[src/rtl/uart_sort_buffer.sv]
// Batch sort stage between UART RX and TX: collects DEPTH bytes, bubble-sorts them
// one compare per cycle, then streams them out. Define SORT_DESCEND_EN for descending order.
module uart_sort_buffer #(
    parameter int DEPTH = 8,
    parameter int WIDTH = 8
) (
    input  logic             i_Clock,
    input  logic             i_Rst_n,
    input  logic             i_Rx_DV,
    input  logic [WIDTH-1:0] i_Rx_Byte,
    output logic             o_Tx_DV,
    output logic [WIDTH-1:0] o_Tx_Byte,
    input  logic             i_Tx_Done,
    output logic             o_Busy,
    output logic             o_Overrun
);

    localparam int IDX_W = $clog2(DEPTH);
    localparam int CNT_W = IDX_W + 1;
    localparam logic [IDX_W-1:0] LAST_IDX   = IDX_W'(DEPTH - 1);
    localparam logic [IDX_W-1:0] LAST_OUTER = IDX_W'(DEPTH - 2);
    localparam logic [CNT_W-1:0] FULL_CNT   = CNT_W'(DEPTH);

    typedef enum logic [1:0] {
        ST_COLLECT   = 2'd0,
        ST_SORT      = 2'd1,
        ST_SEND      = 2'd2,
        ST_WAIT_DONE = 2'd3
    } state_t;

    function automatic logic need_swap(input logic [WIDTH-1:0] a, input logic [WIDTH-1:0] b);
`ifdef SORT_DESCEND_EN
        return a < b;
`else
        return a > b;
`endif
    endfunction

    state_t           state_q, state_d;
    logic [WIDTH-1:0] mem_q [DEPTH];
    logic [WIDTH-1:0] mem_d [DEPTH];
    logic [IDX_W-1:0] wr_idx_q, wr_idx_d;
    logic [IDX_W-1:0] rd_idx_q, rd_idx_d;
    logic [CNT_W-1:0] cnt_q, cnt_d;
    logic [IDX_W-1:0] i_q, i_d;
    logic [IDX_W-1:0] j_q, j_d;
    logic             tx_dv_q, tx_dv_d;
    logic [WIDTH-1:0] tx_byte_q, tx_byte_d;
    logic             busy_q, busy_d;
    logic             overrun_q, overrun_d;

    logic [IDX_W-1:0] j_p1_s;
    logic [CNT_W-1:0] cnt_inc_s;

    assign j_p1_s    = j_q + IDX_W'(1);
    assign cnt_inc_s = cnt_q + CNT_W'(1);

    // Next-state logic for the FSM, storage, counters and registered outputs.
    always_comb begin
        state_d   = state_q;
        mem_d     = mem_q;
        wr_idx_d  = wr_idx_q;
        rd_idx_d  = rd_idx_q;
        cnt_d     = cnt_q;
        i_d       = i_q;
        j_d       = j_q;
        overrun_d = overrun_q;

        case (state_q)
            ST_COLLECT: begin
                if (i_Rx_DV) begin
                    mem_d[wr_idx_q] = i_Rx_Byte;
                    if (cnt_inc_s == FULL_CNT) begin
                        state_d  = ST_SORT;
                        wr_idx_d = {IDX_W{1'b0}};
                        cnt_d    = cnt_inc_s;
                        i_d      = {IDX_W{1'b0}};
                        j_d      = {IDX_W{1'b0}};
                    end else begin
                        wr_idx_d = wr_idx_q + IDX_W'(1);
                        cnt_d    = cnt_inc_s;
                    end
                end else begin
                    state_d = ST_COLLECT;
                end
            end
            ST_SORT: begin
                if (need_swap(mem_q[j_q], mem_q[j_p1_s])) begin
                    mem_d[j_q]    = mem_q[j_p1_s];
                    mem_d[j_p1_s] = mem_q[j_q];
                end else begin
                    mem_d = mem_q;
                end
                // Inner pass shrinks by one each outer iteration; the largest settles at the top.
                if (j_q == LAST_OUTER - i_q) begin
                    j_d = {IDX_W{1'b0}};
                    if (i_q == LAST_OUTER) begin
                        state_d  = ST_SEND;
                        rd_idx_d = {IDX_W{1'b0}};
                        i_d      = {IDX_W{1'b0}};
                    end else begin
                        i_d = i_q + IDX_W'(1);
                    end
                end else begin
                    j_d = j_p1_s;
                end
            end
            ST_SEND: begin
                state_d = ST_WAIT_DONE;
            end
            ST_WAIT_DONE: begin
                if (i_Tx_Done) begin
                    if (rd_idx_q == LAST_IDX) begin
                        state_d  = ST_COLLECT;
                        cnt_d    = {CNT_W{1'b0}};
                        rd_idx_d = {IDX_W{1'b0}};
                    end else begin
                        state_d  = ST_SEND;
                        rd_idx_d = rd_idx_q + IDX_W'(1);
                    end
                end else begin
                    state_d = ST_WAIT_DONE;
                end
            end
            default: begin
                state_d = ST_COLLECT;
            end
        endcase

        if (i_Rx_DV && (state_q != ST_COLLECT)) begin
            overrun_d = 1'b1;
        end else begin
            overrun_d = overrun_q;
        end

        // Outputs are registered from the next state so they line up with the state itself.
        tx_dv_d = (state_d == ST_SEND);
        busy_d  = (state_d != ST_COLLECT);
        if (state_d == ST_SEND) begin
            tx_byte_d = mem_d[rd_idx_d];
        end else begin
            tx_byte_d = tx_byte_q;
        end
    end

    // State, storage and output registers with asynchronous reset.
    always_ff @(posedge i_Clock or negedge i_Rst_n) begin
        if (!i_Rst_n) begin
            state_q   <= ST_COLLECT;
            for (int k = 0; k < DEPTH; k++) begin
                mem_q[k] <= {WIDTH{1'b0}};
            end
            wr_idx_q  <= {IDX_W{1'b0}};
            rd_idx_q  <= {IDX_W{1'b0}};
            cnt_q     <= {CNT_W{1'b0}};
            i_q       <= {IDX_W{1'b0}};
            j_q       <= {IDX_W{1'b0}};
            tx_dv_q   <= 1'b0;
            tx_byte_q <= {WIDTH{1'b0}};
            busy_q    <= 1'b0;
            overrun_q <= 1'b0;
        end else begin
            state_q   <= state_d;
            mem_q     <= mem_d;
            wr_idx_q  <= wr_idx_d;
            rd_idx_q  <= rd_idx_d;
            cnt_q     <= cnt_d;
            i_q       <= i_d;
            j_q       <= j_d;
            tx_dv_q   <= tx_dv_d;
            tx_byte_q <= tx_byte_d;
            busy_q    <= busy_d;
            overrun_q <= overrun_d;
        end
    end

    assign o_Tx_DV   = tx_dv_q;
    assign o_Tx_Byte = tx_byte_q;
    assign o_Busy    = busy_q;
    assign o_Overrun = overrun_q;

endmodule

[config.mk]
export PLATFORM = sky130hd
export DESIGN_NAME = uart_sort_buffer
export DESIGN_NICKNAME = d
export VERILOG_FILES = /design/src/rtl/uart_sort_buffer.sv
export SDC_FILE = /design/constraint.sdc
export NUM_CORES = 1
export LEC_CHECK = 0
export CAP_MARGIN = 20
export CORE_ASPECT_RATIO = 0.5
export CORE_MARGIN = 5
export CORE_UTILIZATION = 55
export DETAILED_ROUTE_END_ITERATION = 7
export PLACE_DENSITY = 0.7
export SLEW_MARGIN = 10
export SYNTH_ARGS = -nofsm -noshare
export SYNTH_HDL_FRONTEND = slang
export SYNTH_SLANG_ARGS = --single-unit
export TNS_END_PERCENT = 1
[constraint.sdc]
create_clock -name i_Clock -period 5.85 [get_ports i_Clock]
set_input_delay 1.17 -clock i_Clock [delete_from_list [all_inputs] [get_ports i_Clock]]
set_output_delay 1.17 -clock i_Clock [all_outputs]
set_load 0.05 [all_outputs]
==> reports/qor_table.md <==
| Item | This run | Unit |
| --- | --- | --- |
| Run status | completed | - |
| Vias post-DR | 8981 | - |
| Net count of the mapped netlist | 942 | - |
| Classification of the worst-slack hold path | flop to flop | - |
| Worst hold path depth | 1 | - |
| Async S/R FF share, synth | 100.0 | % |
| Clock tree buffer depth | 2 | - |
| Wire length of the first global-routing pass | 53970 | microns |
| Arrival time at the worst endpoint | 5.71 | ns |
| Setup repair after global routing missed its margin | no | - |
| Post-synth design cell area | 7737 | sq um |
| Critical Path Slowest Stage Cell | dfrtp_2 | - |
| Chip height | 93.87 | microns |
| Vias in the first global route | 8342 | - |
| Share of final-layout standard cells stronger than drive strength 1 | 11.66 | % |
| Final Max Slew Viols | 0 | - |
| Max_cap viols | 0 | - |
| Clock edge transition at the registers on the reported setup and hold paths | 0.08 | ns |
| Top cell type's share of synthesized area | 30.08 | % |
| Post-synth EDFFs | 0 | - |
| Final worst path period share | 92.57 | % |
| Worst Max-Slew Pin Slew | 1.260 | ns |
| Yosys Warn Count | 0 | - |
| Vias per cell | 7.955 | - |
| Final critical delay including setup and external delays | 5.415 | ns |
| Length of the first detailed-routing pass in iterations | 7 | - |
| Dominant cells by area after synthesis | dfrtp_1 (30%), mux2i_1 (6.2%), nand2_1 (5.4%), o21ai_0 (4.5%), a22oi_1 (3.8%) | - |
| Insertion delay of the later-clocked pin in the worst-skew pair | 0.36 | ns |
| Sum of negative setup slack | 0 | ns |
| Starting Density | 56.63 | % |
| Element type at the critical path start | flop | - |
| FF-to-FF setup slack | 0.43 | ns |
| Delay of the slowest cell on the worst path | 0.84 | ns |
| Synthesized instance count | 914 | - |
| Most common flop cell mapped by yosys | dfrtp_1 | - |
| Yosys reg bits | 93 | - |
| Clock sink count | 93 | - |
| Remaining design rule violation count | 0 | - |
| Final hold violation count | 0 | - |
| Setup CP Type | flop to flop | - |
| CP max FO | 26 | - |
| Yosys top cell by area | dfrtp_1 | - |
| FF-to-FF End | o_Tx_Byte[4]$_DFFE_PN0P_ | - |
| Number of buffers inserted during clock tree synthesis | 9 | - |
| Slew headroom | 15.56 | % |
| Die area | 16680 | sq um |
| Antenna Nets Post-Route | 0 | - |
| Length in cells of the worst reg-to-reg path | 14 | - |
| Number of top-level design ports | 23 | - |
| Largest net degree at the start of global routing | 82 | - |
| Number of standard-cell rows in the floorplan | 30 | - |
| Number of design-rule violations left by the first detailed-router iteration | 1817 | - |
| Estimated wirelength of the detail-placed design | 25470 | microns |
| Die outline width | 177.7 | microns |
| GR Util All Layers | 44.49 | % |
| Count of instances resized after the clock tree is built | 0 | - |
| Clock Tree Root | clkbuf_16 | - |
| Cells along the critical path | xor2_4 -> buf_12 -> mux4_1 -> mux2i_1 -> ha_1 -> and2_1 -> and4_1 -> nor2_1 -> nand2_1 -> o31ai_1 -> o31a_1 -> mux2i_1 -> nand3_1 -> o2111a_1 | - |
| Number of nets in the layout | 958 | - |
| Required time of the critical path | 6.15 | ns |
| Max Clock Freq | 184.7 | MHz |
| Final weighted congestion in routability-driven placement | 1.124 | - |
| Final core utilization | 62.77 | % |
| Initial antenna violation count | 1 | - |
| CTS Hold Bufs | 0 | - |
| Final Setup Violations | 0 | - |
| Routed wirelength normalized by instance count | 32.82 | microns |
| Final critical-path setup slack | 0.4347 | ns |
| Most used cell, CP | mux2i_1 | - |
| Hold wc startpoint | o_Tx_Byte[6]$_DFFE_PN0P_ | - |
| Area Growth Syn to Fin | 10.85 | % |
| Post-placement worst setup slack | 0.8572 | ns |
| CP endpoint kind | flop | - |
| Worst R2R Start | j_q[2]$_DFFE_PN0P_ | - |
| Sequential-to-total area share from yosys stat | 30.08 | % |
| Synthesized area divided by synthesized cell count | 8.465 | sq um |
| Buffers added on ports | 22 | - |
| Post-CTS Setup Bufs | 0 | - |
| Total number of H-tree levels | 3 | - |
| Area inside the core boundary | 13660 | sq um |
| TritonCTS clock tree | yes | - |
| Total congestion overflow after global routing | 0 | - |
| Worst hold endpoint | o_Tx_Byte[6]$_DFFE_PN0P_ | - |
| Total Routed Length | 37060 | microns |
| Clock Skews | 0.008091 | ns |
| Number of distinct library cells after synthesis | 90 | - |
registers in the layout, summed over array words and instances, names as in the netlist, 2 cells and up:
signal / count
state_q: 2
mem_q: 64
wr_idx_q: 3
cnt_q: 4
j_q: 3
i_q: 3
o_Tx_Byte: 8
rd_idx_q: 3
worst max-delay path: cells and delay by family, from the launching register on:
family	cells	cell delay, ns
flops	1	0.84
xor+xnor	1	0.37
fa+ha+maj	1	0.31
mux	3	0.98
compound gates	3	1.02
buf+inv	1	0.24
simple gates	5	1.57
synth_stat cells (all sizes together) (20+ instances only):
cell and number:
a21oi 51, a22oi 39, buf 30, clkbuf 28, dfrtp 93, inv 20
mux2i 50, nand2 112, nand3 31, nor2 72, nor3 26, o21ai 76
stage by stage:
step           hold slack, ns  cells  instance area [sq um]
2_1_floorplan          0.4817    914                   7737
3_3_place_gp           0.4500   1108                   8243
3_5_place_dp           0.4798   1109                   8254
4_1_cts                0.4958   1125                   8553
5_1_grt                0.5341   1127                   8572
6_report               0.5006   1129                   8577
routing by layer:
| metal | GRT usage, % | share of wire [%] |
|---|---|---|
| met1 | 58.03 | 36 |
| met2 | 57.46 | 37 |
| met3 | 25.77 | 20 |
| met4 | 22.57 | 6.8 |
| met5 | 0 | 0.019 |
cell type report:
class / count / area, sq um
tap: 192 / 240.2
fill: 1222 / 5086
clock inverter: 7 / 73.82
timing repair buffer: 63 / 558.0
antenna: 2 / 5.005
clock buffer: 9 / 225.2
inverter: 23 / 87.58
sequential: 93 / 2330
multi-input combinational: 740 / 5057
layout by cell type (no fill, tap or decap), types with 6 or more instances in the layout:
cell	instances
nand3_1	31
a221oi_1	7
nor3_1	23
a31oi_1	18
clkbuf_16	9
mux2_2	8
nand2_1	111
o21ai_1	6
nor2_1	71
a221o_1	7
ha_1	16
inv_1	17
nand3b_1	17
o22ai_1	16
o221ai_1	6
mux4_2	11
o31ai_1	6
o21ai_0	69
clkdlybuf4s50_1	21
a32oi_1	10
nand2b_1	16
a22oi_1	39
and3_1	10
a22o_1	7
a21oi_1	51
mux2i_1	48
dfrtp_1	91
a211oi_1	12
buf_4	38
o211ai_1	8
kinds of logic after synthesis:
family	after synthesis	share of synthesized area (%)
AO/OA/AOI/OAI	317	28.35
multiplexers	72	12.18
adder cells (fa/ha/maj)	16	2.587
buffers and inverters	81	4.754
AND/OR/NAND/NOR	329	20.96
flip-flops	93	30.08
XOR/XNOR	6	1.100
worst max path at each step:
stage | start | endpoint | slack (ns) | depth (start not counted)
finish | j_q[2]$_DFFE_PN0P_ | o_Tx_Byte[4]$_DFFE_PN0P_ | 0.43 | 14
global route | j_q[2]$_DFFE_PN0P_ | o_Tx_Byte[2]$_DFFE_PN0P_ | 0.31 | 14
CTS | j_q[2]$_DFFE_PN0P_ | o_Tx_Byte[4]$_DFFE_PN0P_ | 0.78 | 14
detailed placement | j_q[2]$_DFFE_PN0P_ | o_Tx_Byte[2]$_DFFE_PN0P_ | 0.86 | 14
global placement | j_q[2]$_DFFE_PN0P_ | o_Tx_Byte[2]$_DFFE_PN0P_ | 0.93 | 13
floorplan | j_q[0]$_DFFE_PN0P_ | o_Tx_Byte[6]$_DFFE_PN0P_ | 1.71 | 16
Power is left out: the tool's default activity adds up to more than one toggle a clock period on the data nets, which glitch-free logic cannot reach.
